==> src/rtl/uart_tx_fifo.sv <==
// UART transmitter with an input FIFO. Bits advance only on UART_CLK_EN. Queued frames go out back-to-back.
// A push is accepted while DATA_READY=1. A push into a full FIFO is dropped, and OVERFLOW pulses on the next cycle.
module uart_tx_fifo #(
   parameter int DATA_WIDTH  = 8,
   parameter int PARITY_MODE = 0,
   parameter int STOP_BITS   = 1,
   parameter int FIFO_DEPTH  = 4,
   parameter int CW          = $clog2(FIFO_DEPTH) + 1
) (
   input  logic                  CLK,
   input  logic                  RST,
   input  logic                  UART_CLK_EN,
   input  logic [DATA_WIDTH-1:0] DATA_IN,
   input  logic                  DATA_SEND,
   output logic                  DATA_READY,
   output logic                  OVERFLOW,
   output logic                  UART_TXD,
   output logic                  BUSY,
   output logic [CW-1:0]         FIFO_COUNT,
   output logic [2:0]            STATE
);
   localparam int            AW      = $clog2(FIFO_DEPTH);
   localparam logic [CW-1:0] DEPTH_C = CW'(FIFO_DEPTH);
   localparam logic [3:0]    DW_C    = 4'(DATA_WIDTH);

   typedef enum logic [2:0] {
      S_IDLE   = 3'd0,
      S_START  = 3'd1,
      S_DATA   = 3'd2,
      S_PARITY = 3'd3,
      S_STOP   = 3'd4
   } state_t;

   state_t                r_state, w_state_nxt;
   logic [DATA_WIDTH-1:0] r_mem [FIFO_DEPTH];
   logic [AW-1:0]         r_wptr, r_rptr;
   logic [CW-1:0]         r_count;
   logic                  r_overflow;
   logic [DATA_WIDTH-1:0] r_shift, w_shift_nxt;
   logic [3:0]            r_bitcnt, w_bitcnt_nxt;
   logic                  r_stopcnt, w_stopcnt_nxt;
   logic                  r_parity, w_parity_nxt;
   logic                  r_txd, w_txd_nxt;
   logic                  w_full, w_empty, w_push, w_pop;
   logic [DATA_WIDTH-1:0] w_head;

   assign w_full  = (r_count == DEPTH_C);
   assign w_empty = (r_count == '0);
   assign w_push  = DATA_SEND && !w_full;
   assign w_head  = r_mem[r_rptr];

   always_ff @(posedge CLK) begin
      if (w_push) r_mem[r_wptr] <= DATA_IN;
   end

   // Full is judged on the registered count, so a same-cycle pop never rescues a push.
   always_ff @(posedge CLK or negedge RST) begin
      if (!RST) begin
         r_wptr     <= '0;
         r_rptr     <= '0;
         r_count    <= '0;
         r_overflow <= 1'b0;
      end else begin
         r_overflow <= DATA_SEND && w_full;
         if (w_push) r_wptr <= r_wptr + AW'(1);
         if (w_pop)  r_rptr <= r_rptr + AW'(1);
         case ({w_push, w_pop})
            2'b10:   r_count <= r_count + CW'(1);
            2'b01:   r_count <= r_count - CW'(1);
            default: r_count <= r_count;
         endcase
      end
   end

   always_ff @(posedge CLK or negedge RST) begin
      if (!RST) begin
         r_state   <= S_IDLE;
         r_shift   <= '0;
         r_bitcnt  <= '0;
         r_stopcnt <= 1'b0;
         r_parity  <= 1'b0;
         r_txd     <= 1'b1;
      end else begin
         r_state   <= w_state_nxt;
         r_shift   <= w_shift_nxt;
         r_bitcnt  <= w_bitcnt_nxt;
         r_stopcnt <= w_stopcnt_nxt;
         r_parity  <= w_parity_nxt;
         r_txd     <= w_txd_nxt;
      end
   end

   always_comb begin
      w_state_nxt   = r_state;
      w_shift_nxt   = r_shift;
      w_bitcnt_nxt  = r_bitcnt;
      w_stopcnt_nxt = r_stopcnt;
      w_parity_nxt  = r_parity;
      w_txd_nxt     = r_txd;
      w_pop         = 1'b0;
      if (UART_CLK_EN) begin
         case (r_state)
            S_IDLE: begin
               w_txd_nxt = 1'b1;
               if (!w_empty) begin
                  w_pop        = 1'b1;
                  w_shift_nxt  = w_head;
                  w_parity_nxt = (PARITY_MODE == 2) ? ~^w_head : ^w_head;
                  w_txd_nxt    = 1'b0;
                  w_state_nxt  = S_START;
               end
            end
            S_START: begin
               w_txd_nxt    = r_shift[0];
               w_shift_nxt  = r_shift >> 1;
               w_bitcnt_nxt = 4'd1;
               w_state_nxt  = S_DATA;
            end
            S_DATA: begin
               if (r_bitcnt < DW_C) begin
                  w_txd_nxt    = r_shift[0];
                  w_shift_nxt  = r_shift >> 1;
                  w_bitcnt_nxt = r_bitcnt + 4'd1;
               end else if (PARITY_MODE != 0) begin
                  w_txd_nxt   = r_parity;
                  w_state_nxt = S_PARITY;
               end else begin
                  w_txd_nxt   = 1'b1;
                  w_state_nxt = S_STOP;
               end
            end
            S_PARITY: begin
               w_txd_nxt   = 1'b1;
               w_state_nxt = S_STOP;
            end
            S_STOP: begin
               if (STOP_BITS == 2 && !r_stopcnt) begin
                  w_stopcnt_nxt = 1'b1;
               end else begin
                  w_stopcnt_nxt = 1'b0;
                  if (!w_empty) begin
                     w_pop        = 1'b1;
                     w_shift_nxt  = w_head;
                     w_parity_nxt = (PARITY_MODE == 2) ? ~^w_head : ^w_head;
                     w_txd_nxt    = 1'b0;
                     w_state_nxt  = S_START;
                  end else begin
                     w_state_nxt = S_IDLE;
                  end
               end
            end
            default: begin
               w_txd_nxt   = 1'b1;
               w_state_nxt = S_IDLE;
            end
         endcase
      end
   end

   assign DATA_READY = !w_full;
   assign OVERFLOW   = r_overflow;
   assign UART_TXD   = r_txd;
   assign BUSY       = (r_state != S_IDLE) || !w_empty;
   assign FIFO_COUNT = r_count;
   assign STATE      = r_state;

endmodule

==> config.mk <==
export PLATFORM = sky130hd
export DESIGN_NAME = uart_tx_fifo
export DESIGN_NICKNAME = d
export VERILOG_FILES = /design/src/rtl/uart_tx_fifo.sv
export SDC_FILE = /design/constraint.sdc
export NUM_CORES = 1
export LEC_CHECK = 0
export ABC_CLOCK_PERIOD_IN_PS = 2500
export BUFFER_PORTS_ARGS = -buffer_cell sky130_fd_sc_hd__buf_2
export CORE_MARGIN = 2
export CORE_UTILIZATION = 35
export DETAILED_ROUTE_END_ITERATION = 7
export GPL_ROUTABILITY_DRIVEN = 0
export SETUP_SLACK_MARGIN = 0.1
export SYNTH_ARGS = -nofsm -noshare
export SYNTH_HDL_FRONTEND = slang
export SYNTH_SLANG_ARGS = --single-unit
==> constraint.sdc <==
create_clock -name CLK -period 2.5 [get_ports CLK]
set_input_delay 0.375 -clock CLK [delete_from_list [all_inputs] [get_ports CLK]]
set_output_delay 0.375 -clock CLK [all_outputs]
set_load 0.01 [all_outputs]
== Word-level counts from Yosys, hierarchy flattened ==
Memory sizes are Yosys's and may differ from the RTL's.
Cells that the tools add are included.

* Add/subtract/negate cells: 5
* Order comparisons: 1
* Eq/ne operators: 12
* Mux-type cells: 19
* Reduce and logical (&&, ||, !) cells: 16

{| class="wikitable"
|+ Operators with widths
! cell !! count
|-
| case mux 8 bit (3 select lines) || 1
|-
| 2-to-1 mux 8 bit || 2
|-
| case mux 3 bit (5 select lines) || 1
|-
| inequality test 2 bit (second input constant) || 5
|-
| 2-to-1 mux 1 bit || 9
|-
| case mux 4 bit (2 select lines) || 1
|-
| == test 3 x 2 -> 1 bit (second input constant) || 2
|-
| == test 3 bit (second input constant) || 2
|-
| logical NOT 3 bit || 2
|-
| 2-to-1 mux 3 bit || 2
|-
| case mux 3 bit (2 select lines) || 1
|-
| AND reduction 3 bit || 2
|-
| nonzero test 3 bit || 2
|-
| adder 2 x 1 -> 2 bit (second input constant) || 2
|-
| adder 4 x 1 -> 4 bit (second input constant) || 1
|-
| less-than comparator 4 bit (second input constant) || 1
|-
| 2-to-1 mux 4 bit || 1
|-
| case mux 1 bit (4 select lines) || 1
|-
| AND reduction 4 bit || 1
|-
| nonzero test 2 bit || 2
|-
| adder 3 x 1 -> 3 bit (second input constant) || 1
|-
| == test 3 x 1 -> 1 bit (second input constant) || 1
|-
| subtractor 3 x 1 -> 3 bit (second input constant) || 1
|-
| == test 2 x 1 -> 1 bit (second input constant) || 1
|-
| other kinds (6) || 8
|}

* Register bits: 24
* Bits in writable memories: 32
* Memories: 1

{| class="wikitable"
|+ Memory list
! memory !! words !! bits a word !! read ports !! clocked after Yosys merged registers in !! wr ports !! RTL line !! RTL
|-
| r_mem || 4 || 8 || 1 || 0 || 1 || 35 || <nowiki>logic [DATA_WIDTH-1:0] r_mem [FIFO_DEPTH];</nowiki>
|}

== Logic depth before layout (Yosys ltp) ==
Gate-level depths: netlist (run 1).

* Depth after elaboration: 6
* Depth in mapped cells: 8

== Least setup slack after synthesis (run 1) ==
No wires, ideal clock.

* Kind: register -> register
* Start: register r_count[0] (netlist: FIFO_COUNT[0])
* End: register r_count[2] (netlist: FIFO_COUNT[2])
* Setup time: 0.128 ns
* Arrival: 1.933 ns
* Data required time: 2.372 ns
* Path slack: 0.438 ns
* Cell stages (with the launch flop): 9
* Period minus slack after synthesis: 2.062 ns
* Cell sequence: dfrtp_1 -> or3_4 -> nand3_1 -> inv_1 -> ha_1 -> fa_1 -> xnor2_1 -> nor2_1 -> xor2_1

* Cells in the longest elaborated chain, start to end: 6

{| class="wikitable"
|+ Ends and longest elaborated chain
! what !! RTL line !! RTL
|-
| from (decl) || 37 || <nowiki>logic [CW-1:0] r_count;</nowiki>
|-
| from (signal assigned) || 68 || <nowiki>2'b10: r_count <= r_count + CW'(1);</nowiki>
|-
| from (signal assigned) || 69 || <nowiki>2'b01: r_count <= r_count - CW'(1);</nowiki>
|-
| from (signal assigned) || 70 || <nowiki>default: r_count <= r_count;</nowiki>
|-
| logical NOT 3 bit * || 48 || <nowiki>assign w_empty = (r_count == '0);</nowiki>
|-
| 2-to-1 mux 1 bit * || 105, 141 ||
|-
| 2-to-1 mux 1 bit * || - ||
|-
| 2-to-1 mux 1 bit * || 101 || <nowiki>if (UART_CLK_EN) begin</nowiki>
|-
| via w_pop || 44 || <nowiki>logic w_full, w_empty, w_push, w_pop;</nowiki>
|-
| == test 2 x 1 -> 1 bit / == test 2 bit (equally long branches) || 67 || <nowiki>case ({w_push, w_pop})</nowiki>
|-
| case mux 3 bit (2 select lines) / nonzero test 2 bit (equally long branches) || - ||
|}

The timed path passes the listed nets; every way through them passes the cells marked *.
A chain may end at the register's enable or synchronous reset.

== Worst setup path after layout (run 1) ==
* Start: register r_count[0] (netlist: FIFO_COUNT[0])
* End: output BUSY

* Cells in the longest elaborated chain, start to end: 3

{| class="wikitable"
|+ Ends and longest elaborated chain
! what !! RTL line !! RTL
|-
| logical NOT 3 bit || 48 ||
|-
| logical NOT 1 bit || 163 || <nowiki>assign BUSY = (r_state != S_IDLE) || !w_empty;</nowiki>
|-
| logical OR 1 bit || 163 ||
|-
| to (decl) || 18 || <nowiki>output logic BUSY,</nowiki>
|}

No other way between the ends.

==> out/qor_table.md, run 1 <==
| Parameter | This run | Unit |
|---|---|---|
| CTS Buf Count | 5 | - |
| Met2 demand-to-capacity share in global routing | 0.173 | - |
| Worst skew pair latency | 0.31 | ns |
| Worst Setup Path Type | register to output port | - |
| Total wirelength of the detailed-routed design | 4120 | um |
| Final #Nets | 217 | - |
| Number of synthesized flops with an enable pin | 32 | - |
| Count of endpoints failing hold in the final timing report | 0 | - |
| TritonCTS clock tree | yes | - |
| Worst-margin pin slew | 0.650 | ns |
| CP arrival | 1.80 | ns |
| Average size of a mapped cell | 13.9 | um2 |
| Setup violators final | 0 | - |
| Dpl hpwl | 2810 | um |
| Global route hottest layer | met1 | - |
| Initial Utilization | 0.361 | - |
| Post-synthesis cell area | 2450 | um2 |
| Min Clock Period, post-route | 2.18 | ns |
| Layout-stage area growth over the synthesis result | 11.0 | % |
| Via count of the routed design | 1411 | - |
| Count of nets left with antenna violations after detail routing | 0 | - |
| Global route overflow | 0 | - |
| Status | complete, no violations | - |
| Clock sink count | 56 | - |
| 1st-pass router iterations | 4 | - |
| Share of synthesized flip-flops with an asynchronous set or reset | 0.429 | - |
| Root Buffer | sky130_fd_sc_hd__clkbuf_8 | - |
| Ys Warns | 0 | - |
| Clock Skews | 0.00763 | ns |
| Gr usage total | 0.120 | - |
| Overall die area | 7700 | um2 |
| Number of global-route vias before repair | 1382 | - |
| Hold bufs inserted after CTS | 0 | - |
| Global-route wire length before repair | 6980 | um |
| Post-route cell area | 2730 | um2 |
| Die X-Extent | 87.8 | um |
| Highest net fanout along the worst path | 5 | - |
| WHS | 0.0483 | ns |
| # IOs | 22 | - |
| Routed wire length per instance | 14.0 | um |
| Standard cell area after detailed placement | 2630 | um2 |
| Fraction of the cycle the final worst path needs | 0.870 | - |
| Fraction of layout instances using a drive strength above 1 | 0.251 | - |
| Number of register bits inferred by synthesis | 56 | - |
| Maximum VDD drop | 0.333 | mV |
| Net Count, Synth | 195 | - |
| Worst setup SP type | register | - |
| Post-DR vias/cell | 4.78 | - |
| Share of the core filled with cells | 0.401 | - |
| Setup TNS | 0 | ns |
| RSZ-0062 raised after global routing | no | - |
| Max transition margin | 0.567 | - |
| Row count | 30 | - |
| Data required time at the worst endpoint | 2.12 | ns |
| Post-CTS resize count | 0 | - |
| Drt first-iter violations | 65 | - |
| Synth cell types | 43 | - |
| Number of diodes added for antenna fixing | 0 | - |
| Clock slew at reported path FFs | 0.11 | ns |
| Max_cap viols | 0 | - |
| Post-synth top flop | sky130_fd_sc_hd__edfxtp_1 | - |
| Final count of pins violating max slew | 0 | - |
| Remaining DRCs | 0 | - |
| Pin count of the biggest net entering global routing | 25 | - |
| Upper clock frequency limit | 0.460 | GHz |
| Cell count after synthesis | 176 | - |
| H-Tree Level Count | 2 | - |
| Number of antenna violations at the first check in global routing | 0 | - |
| Worst hold path class | input pin to async pin | - |
| Postcts setup bufs | 0 | - |
| Buffers from clock root to sink, at most | 2 | - |
| Chip height | 87.8 | um |
| CP Capture Type | output port | - |
| Buffers added on ports | 21 | - |
| Leakage dissipation | 1.06 | nW |
| Core box area | 6790 | um2 |
| Met1 capacity usage during global routing | 0.173 | - |
| Post-synthesis sequential area ratio | 0.637 | - |
| Met3 demand-to-capacity share in global routing | 0.0320 | - |
| Pwr dens | 1170 | nW/um2 |
worst max-delay path, stage by stage (launching register included):
cell                      delay (ns)
sky130_fd_sc_hd__dfrtp_1        0.47
sky130_fd_sc_hd__or3_4          0.41
sky130_fd_sc_hd__or3_2          0.46
sky130_fd_sc_hd__buf_2          0.16
path summary, 6_finish.rpt:
check | from | endpoint | slack (ns) | depth (start not counted)
max | FIFO_COUNT[0]$_DFFE_PN0P_ | BUSY | 0.32 | 3
min | RST | STATE[2]$_DFFE_PN0P_ | 0.05 | 1
max reg2reg | FIFO_COUNT[0]$_DFFE_PN0P_ | FIFO_COUNT[2]$_DFFE_PN0P_ | 0.34 | 8
min reg2reg | r_shift[0]$_DFFE_PN0P_ | UART_TXD$_DFFE_PN1P_ | 0.52 | 2
max in group asynchronous | RST | r_wptr[0]$_DFFE_PN0P_ | 2.07 | 1
min in group CLK | DATA_IN[4] | r_mem[2][4]$_DFFE_PP_ | 0.27 | 1
stage by stage:
step	worst slack, ns	total power, W	std cells
2_1_floorplan	0.438	0.00243	176
3_3_place_gp	0.404	0.00269	287
3_5_place_dp	0.356	0.00272	287
4_1_cts	0.313	0.00324	295
5_1_grt	0.149	0.00346	295
6_report	0.325	0.00320	295
cells in the final DEF, fill, tap and decap left out, types with 7 or more instances in the layout:
cell type	n
sky130_fd_sc_hd__a221oi_1	7
sky130_fd_sc_hd__nor3_1	8
sky130_fd_sc_hd__mux2_2	9
sky130_fd_sc_hd__buf_2	21
sky130_fd_sc_hd__edfxtp_1	32
sky130_fd_sc_hd__a21oi_1	7
sky130_fd_sc_hd__a31oi_1	8
sky130_fd_sc_hd__dfrtp_1	23
sky130_fd_sc_hd__nand2_1	8
sky130_fd_sc_hd__mux2i_1	7
flip-flops by register name, summed over array words and instances (netlist names):
| register | count |
|---|---|
| FIFO_COUNT | 3 |
| OVERFLOW | 1 |
| STATE | 3 |
| UART_TXD | 1 |
| r_bitcnt | 4 |
| r_mem | 32 |
| r_rptr | 2 |
| r_shift | 8 |
| r_wptr | 2 |
where the power goes:
| group | switching [W] | internal, W |
|---|---|---|
| Clock | 0.000312 | 0.000207 |
| Combinational | 0.000639 | 0.000538 |
| Sequential | 0.000216 | 0.00128 |
cell families (layout without fill, tap and decap cells):
kind of cell / Yosys count / after routing / synth area share
flip-flops: 56 / 56 / 0.637
AND/OR/NAND/NOR: 38 / 38 / 0.0851
AO/OA/AOI/OAI: 37 / 37 / 0.100
XOR/XNOR: 6 / 6 / 0.0214
buffers and inverters: 15 / 38 / 0.0387
multiplexers: 17 / 17 / 0.0790
adder cells (fa/ha/maj): 7 / 7 / 0.0387
cell type report:
cell class | instances | area [um2]
timing repair buffer | 24 | 128
tap | 96 | 120
inverter | 6 | 22.5
clock buffer | 5 | 68.8
multi-input combinational | 105 | 797
fill | 648 | 4070
clock inverter | 3 | 26.3
sequential | 56 | 1560
metal layers:
metal | wire length [um] | vias to the layer above
met5 | 0 | -
met4 | 61 | 0
met3 | 137 | 5
met2 | 1830 | 23
met1 | 2090 | 680
li1 | - | 703
cell usage after synthesis (2+ instances only):
| cell | number | area share |
|---|---|---|
| sky130_fd_sc_hd__a31oi_1 | 8 | 0.020 |
| sky130_fd_sc_hd__o21ai_0 | 6 | 0.012 |
| sky130_fd_sc_hd__nand3_1 | 2 | 0.0041 |
| sky130_fd_sc_hd__nand2_1 | 8 | 0.012 |
| sky130_fd_sc_hd__and3_1 | 4 | 0.010 |
| sky130_fd_sc_hd__dfrtp_1 | 23 | 0.23 |
| sky130_fd_sc_hd__a221oi_1 | 7 | 0.025 |
| sky130_fd_sc_hd__mux2_2 | 9 | 0.041 |
| sky130_fd_sc_hd__buf_2 | 4 | 0.0082 |
| sky130_fd_sc_hd__mux2i_1 | 7 | 0.029 |
| sky130_fd_sc_hd__inv_1 | 6 | 0.0092 |
| sky130_fd_sc_hd__edfxtp_1 | 32 | 0.39 |
| sky130_fd_sc_hd__ha_1 | 6 | 0.031 |
| sky130_fd_sc_hd__nor3_1 | 8 | 0.016 |
| sky130_fd_sc_hd__nor2_1 | 5 | 0.0076 |
| sky130_fd_sc_hd__a21oi_1 | 7 | 0.014 |
| sky130_fd_sc_hd__buf_6 | 3 | 0.014 |
| sky130_fd_sc_hd__xnor2_1 | 5 | 0.018 |
| sky130_fd_sc_hd__o21a_1 | 2 | 0.0061 |
(Power assumes the default switching activity.)
==> run 2: changes to the inputs <==
--- a/config.mk
+++ b/config.mk
@@ -7,10 +7,13 @@
 export LEC_CHECK = 0
 export ABC_CLOCK_PERIOD_IN_PS = 2500
 export BUFFER_PORTS_ARGS = -buffer_cell sky130_fd_sc_hd__buf_2
+export CELL_PAD_IN_SITES_DETAIL_PLACEMENT = 1
+export CELL_PAD_IN_SITES_GLOBAL_PLACEMENT = 2
 export CORE_MARGIN = 2
 export CORE_UTILIZATION = 35
 export DETAILED_ROUTE_END_ITERATION = 7
 export GPL_ROUTABILITY_DRIVEN = 0
+export PLACE_DENSITY_LB_ADDON = 0.1
 export SETUP_SLACK_MARGIN = 0.1
 export SYNTH_ARGS = -nofsm -noshare
 export SYNTH_HDL_FRONTEND = slang
==> run 2 against run 1 <==
  * Clock power about the same
  * Cell count is 0.34% higher
  * Utilization increased by 0.13 points
  * Sequential power is 4% higher
  * Via count up 2.8%
  * Register-to-register slack lost 0.03 ns
  * Hold slack worse by 0.0011 ns
  * First-iteration DRC count down 20%
==> out/qor_table.md, run 2 (synthesized netlist as in run 1, its figures left out) <==
| Parameter | This run | Unit |
|---|---|---|
| Global route overflow | 0 | - |
| Buffers added on ports | 21 | - |
| Worst-margin pin slew | 0.656 | ns |
| Drt first-iter violations | 52 | - |
| Largest stage delay on the critical path | 0.46 | ns |
| Chip height | 87.8 | um |
| Data required time at the worst endpoint | 2.74 | ns |
| Global-route wire length before repair | 8040 | um |
| Leakage dissipation | 1.06 | nW |
| Highest net fanout along the worst path | 5 | - |
| Final #Nets | 218 | - |
| Reg2reg setup slack | 0.31 | ns |
| Pin count of the biggest net entering global routing | 25 | - |
| Clock Skews | 0.00765 | ns |
| Register containing the most flip-flops in the final layout | r_mem | - |
| Number of global-route vias before repair | 1546 | - |
| Max transition margin | 0.562 | - |
| CP Capture Type | register | - |
| Via count of the routed design | 1451 | - |
| Maximum VDD drop | 0.433 | mV |
| Clock sink count | 56 | - |
| Dpl hpwl | 3420 | um |
| Setup TNS | 0 | ns |
| CP arrival | 2.43 | ns |
| 1st-pass router iterations | 4 | - |
| Status | complete, no violations | - |
| Clock slew at reported path FFs | 0.11 | ns |
| Row count | 30 | - |
| Gr usage total | 0.137 | - |
| Number of diodes added for antenna fixing | 0 | - |
| Hold bufs inserted after CTS | 0 | - |
| Setup violators final | 0 | - |
| Largest register FFs | 32 | - |
| Fraction of layout instances using a drive strength above 1 | 0.255 | - |
| # IOs | 22 | - |
| Cell type of the slowest stage on the worst timing path | sky130_fd_sc_hd__dfrtp_1 | - |
| Count of nets left with antenna violations after detail routing | 0 | - |
| Total wirelength of the detailed-routed design | 4720 | um |
| Min Clock Period, post-route | 2.19 | ns |
| Register-to-Register Path Depth | 8 | - |
| Worst skew pair latency | 0.31 | ns |
| Share of the core filled with cells | 0.402 | - |
| H-Tree Level Count | 2 | - |
| TritonCTS clock tree | yes | - |
| Core box area | 6790 | um2 |
| Die X-Extent | 87.8 | um |
| Number of antenna violations at the first check in global routing | 0 | - |
| Max_cap viols | 0 | - |
| RSZ-0062 raised after global routing | no | - |
| Remaining DRCs | 0 | - |
| R2r endpoint | FIFO_COUNT[2]$_DFFE_PN0P_ | - |
| Buffers from clock root to sink, at most | 2 | - |
| Post-DR vias/cell | 4.90 | - |
| WHS | 0.0471 | ns |
| RR Startpoint | FIFO_COUNT[0]$_DFFE_PN0P_ | - |
| Worst hold path class | input pin to async pin | - |
| Postcts setup bufs | 0 | - |
| Worst setup SP type | register | - |
| Commonest cells after routing, fill and taps aside | 32 x sky130_fd_sc_hd__edfxtp_1, 23 x sky130_fd_sc_hd__dfrtp_1, 21 x sky130_fd_sc_hd__buf_2 | - |
| Register cell area after layout | 1560 | um2 |
| Cells along the critical path | or3_4 -> nand3_1 -> inv_1 -> ha_1 -> fa_1 -> xnor2_1 -> nor2_1 -> xor2_1 | - |
| Overall die area | 7700 | um2 |
| Fraction of the cycle the final worst path needs | 0.876 | - |
| Worst Setup Path Type | register to register | - |
| Total power after layout | 0.00325 | W |
| Pwr dens | 1190 | nW/um2 |
| Initial Utilization | 0.361 | - |
| Fill cells | 717 | - |
| Post-CTS resize count | 0 | - |
| Upper clock frequency limit | 0.457 | GHz |
| Minimum setup slack after placement | 0.299 | ns |
| Final worst slack | 0.310 | ns |
| Combined area of the multi-input logic cells | 797 | um2 |
| Layout-stage area growth over the synthesis result | 11.4 | % |
| Routed wire length per instance | 15.9 | um |
| Count of endpoints failing hold in the final timing report | 0 | - |
| Most common cell after layout, fill and taps aside | sky130_fd_sc_hd__edfxtp_1 | - |
| Regs by FF count | r_mem: 32 flops, r_shift: 8 flops, r_bitcnt: 4 flops | - |
| Root Buffer | sky130_fd_sc_hd__clkbuf_8 | - |
| CTS Buf Count | 5 | - |
| Final count of pins violating max slew | 0 | - |
==> run 2: changes by cell type in the layout (fill, tap and decap cells not counted), sizes merged <==
cell / change
clkinvlp: +1
inv: -1
buf: +1
==> run 2: worst max-delay path by stage <==
stage,from,endpoint,cells past startpoint
after floorplan,FIFO_COUNT[0]$_DFFE_PN0P_,FIFO_COUNT[2]$_DFFE_PN0P_,8
after detailed placement,FIFO_COUNT[0]$_DFFE_PN0P_,FIFO_COUNT[2]$_DFFE_PN0P_,8
after global placement,FIFO_COUNT[0]$_DFFE_PN0P_,FIFO_COUNT[2]$_DFFE_PN0P_,8
final,FIFO_COUNT[0]$_DFFE_PN0P_,FIFO_COUNT[2]$_DFFE_PN0P_,8
after global routing,FIFO_COUNT[0]$_DFFE_PN0P_,FIFO_COUNT[2]$_DFFE_PN0P_,8
after CTS,FIFO_COUNT[0]$_DFFE_PN0P_,FIFO_COUNT[2]$_DFFE_PN0P_,8
==> run 2: per-stage QoR <==
step	cells	instance area [um2]
after global placement	288	2640
after CTS	296	2730
after detailed placement	288	2640
after global routing	296	2730
after floorplan	176	2450
final	296	2730
==> run 2: cell type report <==
type / count / share of cell area
Clock buffer: 5 / 0.0252
Clock inverter: 3 / 0.0101
Inverter: 6 / 0.00824
Multi-Input combinational cell: 105 / 0.292
Sequential cell: 56 / 0.572
Tap cell: 96 / 0.0439
Timing Repair Buffer: 25 / 0.0494
==> run 2: power by group <==
| group | internal (W) | switching, W |
|---|---|---|
| registers | 0.00128 | 0.000273 |
| logic | 0.000552 | 0.000620 |
| clock network | 0.000206 | 0.000313 |
==> run 2: metal layers <==
metal  global-route usage  vias to the layer above  part of all wire
met5                    0                        -                 0
met4               0.0420                        0             0.011
met3               0.0273                        4             0.024
met2                0.224                       18              0.50
met1                0.186                      730              0.47
li1                     -                      699                 -
==> run 2: worst max-delay path: cells and delay by family, from the launching register on <==
family | cells | cell delay [ns]
fa+ha+maj | 2 | 0.60
buf+inv | 1 | 0.09
simple gates | 3 | 0.68
xor+xnor | 2 | 0.29
flops | 1 | 0.46
==> run 3: changes to the inputs <==
--- a/config.mk
+++ b/config.mk
@@ -5,6 +5,7 @@
 export SDC_FILE = /design/constraint.sdc
 export NUM_CORES = 1
 export LEC_CHECK = 0
+export ABC_AREA = 1
 export ABC_CLOCK_PERIOD_IN_PS = 2500
 export BUFFER_PORTS_ARGS = -buffer_cell sky130_fd_sc_hd__buf_2
 export CELL_PAD_IN_SITES_DETAIL_PLACEMENT = 1
==> run 3 against run 2 <==
  * Non-clock buffer count rose by 3
  * Largest cell class unchanged
  * Die area up 2.5%
  * Fmax up 2.9%
  * Global-route usage is 1.8 points higher
==> out/qor_table.md, run 3 <==
| Parameter | This run | Unit |
|---|---|---|
| Max transition margin | 0.622 | - |
| Postcts setup bufs | 0 | - |
| Cells along the critical path | nor2_2 -> nand2_1 -> nand3_1 -> inv_1 -> ha_1 -> fa_1 -> a21oi_1 -> o21ai_0 -> xor2_1 | - |
| Share of synthesized flip-flops with an asynchronous set or reset | 0.429 | - |
| Buffers from clock root to sink, at most | 2 | - |
| Pin count of the biggest net entering global routing | 25 | - |
| Post-synth top flop | sky130_fd_sc_hd__edfxtp_1 | - |
| Cell taking the most area after synthesis | sky130_fd_sc_hd__edfxtp_1 | - |
| Synth cell types | 27 | - |
| Fraction of layout instances using a drive strength above 1 | 0.190 | - |
| Core box area | 6870 | um2 |
| Global-route wire length before repair | 8970 | um |
| # IOs | 22 | - |
| Most area-consuming cells after synthesis | sky130_fd_sc_hd__edfxtp_1 38%, sky130_fd_sc_hd__dfrtp_1 23%, sky130_fd_sc_hd__nand2_1 12%, sky130_fd_sc_hd__nand3_1 5.0%, sky130_fd_sc_hd__ha_1 3.0% | - |
| TritonCTS clock tree | yes | - |
| Register-to-Register Path Depth | 9 | - |
| Row count | 30 | - |
| Upper clock frequency limit | 0.470 | GHz |
| Cell type of the slowest stage on the worst timing path | sky130_fd_sc_hd__dfrtp_1 | - |
| Average size of a mapped cell | 10.2 | um2 |
| Minimum setup slack after placement | 0.306 | ns |
| Drt first-iter violations | 52 | - |
| Proportion of netlist area held by the largest area contributor | 0.382 | - |
| Register containing the most flip-flops in the final layout | r_mem | - |
| Internal portion of total power | 0.00195 | W |
| Max_cap viols | 0 | - |
| Combined area of the multi-input logic cells | 865 | um2 |
| CTS Buf Count | 5 | - |
| Min Clock Period, post-route | 2.13 | ns |
| Clock sink count | 56 | - |
| Pwr dens | 1160 | nW/um2 |
| Worst Setup Path Type | register to register | - |
| H-Tree Level Count | 2 | - |
| R2r endpoint | FIFO_COUNT[2]$_DFFE_PN0P_ | - |
| Chip height | 88.8 | um |
| Root Buffer | sky130_fd_sc_hd__clkbuf_8 | - |
| CP Capture Type | register | - |
| Most frequent cell after synthesis | sky130_fd_sc_hd__nand2_1 | - |
| Commonest cells after routing, fill and taps aside | 80 x sky130_fd_sc_hd__nand2_1, 32 x sky130_fd_sc_hd__edfxtp_1, 25 x sky130_fd_sc_hd__nand3_1 | - |
| Post-CTS resize count | 0 | - |
| Overall die area | 7890 | um2 |
| Clock slew at reported path FFs | 0.11 | ns |
| Number of synthesized flops with an enable pin | 32 | - |
| Final worst slack | 0.371 | ns |
| Hold bufs inserted after CTS | 0 | - |
| Global route overflow | 0 | - |
| WHS | 0.0321 | ns |
| Net Count, Synth | 266 | - |
| 1st-pass router iterations | 4 | - |
| Ys Warns | 0 | - |
| Worst-margin pin slew | 0.567 | ns |
| Number of diodes added for antenna fixing | 0 | - |
| Via count of the routed design | 1735 | - |
| Final #Nets | 297 | - |
| Initial Utilization | 0.367 | - |
| Fill cells | 803 | - |
| Number of antenna violations at the first check in global routing | 0 | - |
| Post-synthesis cell area | 2520 | um2 |
| Proportion of total power due to net switching | 0.413 | - |
| Highest net fanout along the worst path | 4 | - |
| Leakage dissipation | 1.27 | nW |
| Number of global-route vias before repair | 1725 | - |
| CP arrival | 2.34 | ns |
| Setup TNS | 0 | ns |
| Total wirelength of the detailed-routed design | 5430 | um |
| Synth top cells by count | 80 x sky130_fd_sc_hd__nand2_1, 32 x sky130_fd_sc_hd__edfxtp_1, 25 x sky130_fd_sc_hd__nand3_1, 23 x sky130_fd_sc_hd__dfrtp_1, 16 x sky130_fd_sc_hd__inv_1 | - |
| Cell count after synthesis | 247 | - |
| Largest stage delay on the critical path | 0.46 | ns |
| Worst hold path class | input pin to async pin | - |
| Maximum VDD drop | 0.375 | mV |
| Remaining DRCs | 0 | - |
| Most common cell after layout, fill and taps aside | sky130_fd_sc_hd__nand2_1 | - |
| Data required time at the worst endpoint | 2.71 | ns |
| Worst setup SP type | register | - |
| Dpl hpwl | 3790 | um |
| Layout-stage area growth over the synthesis result | 13.9 | % |
| Worst skew pair latency | 0.32 | ns |
| Buffers added on ports | 21 | - |
| Clock Skews | 0.0105 | ns |
| Fraction of the cycle the final worst path needs | 0.852 | - |
| Gr usage total | 0.156 | - |
| Regs by FF count | r_mem: 32 flops, r_shift: 8 flops, r_bitcnt: 4 flops | - |
| Count of endpoints failing hold in the final timing report | 0 | - |
| Register cell area after layout | 1560 | um2 |
| Die X-Extent | 88.8 | um |
| Number of register bits inferred by synthesis | 56 | - |
| Routed wire length per instance | 14.5 | um |
| Post-DR vias/cell | 4.63 | - |
| Reg2reg setup slack | 0.37 | ns |
| Clock network fraction of total power | 0.157 | - |
| Status | complete, no violations | - |
| Relative contribution of sequential cells to total power | 0.431 | - |
| RR Startpoint | FIFO_COUNT[0]$_DFFE_PN0P_ | - |
| Post-synthesis sequential area ratio | 0.620 | - |
| Largest register FFs | 32 | - |
| Relative contribution of combinational cells to total power | 0.411 | - |
| Count of nets left with antenna violations after detail routing | 0 | - |
| Sw Pwr | 0.00137 | W |
| Setup violators final | 0 | - |
| Final count of pins violating max slew | 0 | - |
| RSZ-0062 raised after global routing | no | - |
[run 3: area by class of cell]
cell class / instances / share of cell area
clock buffer: 5 / 0.0240
clock inverter: 3 / 0.00785
inverter: 19 / 0.0249
multi-input combinational: 168 / 0.301
sequential: 56 / 0.545
tap: 96 / 0.0419
timing repair buffer: 28 / 0.0550
[run 3: worst max-delay path by stage]
stage | from | endpoint | slack, ns
3_3_place_gp | FIFO_COUNT[0]$_DFFE_PN0P_ | FIFO_COUNT[2]$_DFFE_PN0P_ | 0.37
5_1_grt | FIFO_COUNT[0]$_DFFE_PN0P_ | FIFO_COUNT[2]$_DFFE_PN0P_ | 0.16
4_1_cts | FIFO_COUNT[0]$_DFFE_PN0P_ | FIFO_COUNT[2]$_DFFE_PN0P_ | 0.29
6_report | FIFO_COUNT[0]$_DFFE_PN0P_ | FIFO_COUNT[2]$_DFFE_PN0P_ | 0.37
3_5_place_dp | FIFO_COUNT[0]$_DFFE_PN0P_ | FIFO_COUNT[2]$_DFFE_PN0P_ | 0.31
2_1_floorplan | FIFO_COUNT[0]$_DFFE_PN0P_ | FIFO_COUNT[2]$_DFFE_PN0P_ | 0.49
[run 3: power groups by stage]
stage / combinational (W) / sequential (W) / clock, W
CTS: 0.00141 / 0.00143 / 0.000541
global route: 0.00158 / 0.00147 / 0.000573
floorplan: 0.000934 / 0.00144 / 0
detailed placement: 0.00140 / 0.00145 / 0
finish: 0.00137 / 0.00143 / 0.000522
global placement: 0.00140 / 0.00144 / 0
[run 3: metrics by stage]
stage                     area (um2)  std cells  total power (W)   util
final                           2870        375          0.00332  0.417
after global routing            2870        375          0.00362  0.417
after CTS                       2870        375          0.00338  0.417
after detailed placement        2770        367          0.00285  0.404
after global placement          2770        367          0.00284  0.404
after floorplan                 2520        247          0.00238      -
[run 3: cell families after synthesis]
logic type / after synthesis / synth area share
compound gates: 23 / 0.0497
xor+xnor: 5 / 0.0174
fa+ha+maj: 7 / 0.0378
buf+inv: 23 / 0.0373
flops: 56 / 0.620
mux: 1 / 0.00447
simple gates: 132 / 0.233
[run 3: critical path: cells and delay by family, from the launching register on]
| kind | cells | cell delay (ns) |
|---|---|---|
| buf+inv | 1 | 0.10 |
| fa+ha+maj | 2 | 0.62 |
| flops | 1 | 0.46 |
| xor+xnor | 1 | 0.15 |
| simple gates | 3 | 0.44 |
| compound gates | 2 | 0.26 |
[run 3: metal layers]
metal / track usage / vias to the layer above / share of wire / wire, um
li1: - / 880 / - / -
met4: 0.0372 / 0 / 0.010 / 56
met1: 0.210 / 823 / 0.47 / 2530
met5: 0 / - / 0 / 0
met3: 0.0448 / 4 / 0.037 / 200
met2: 0.249 / 28 / 0.49 / 2640
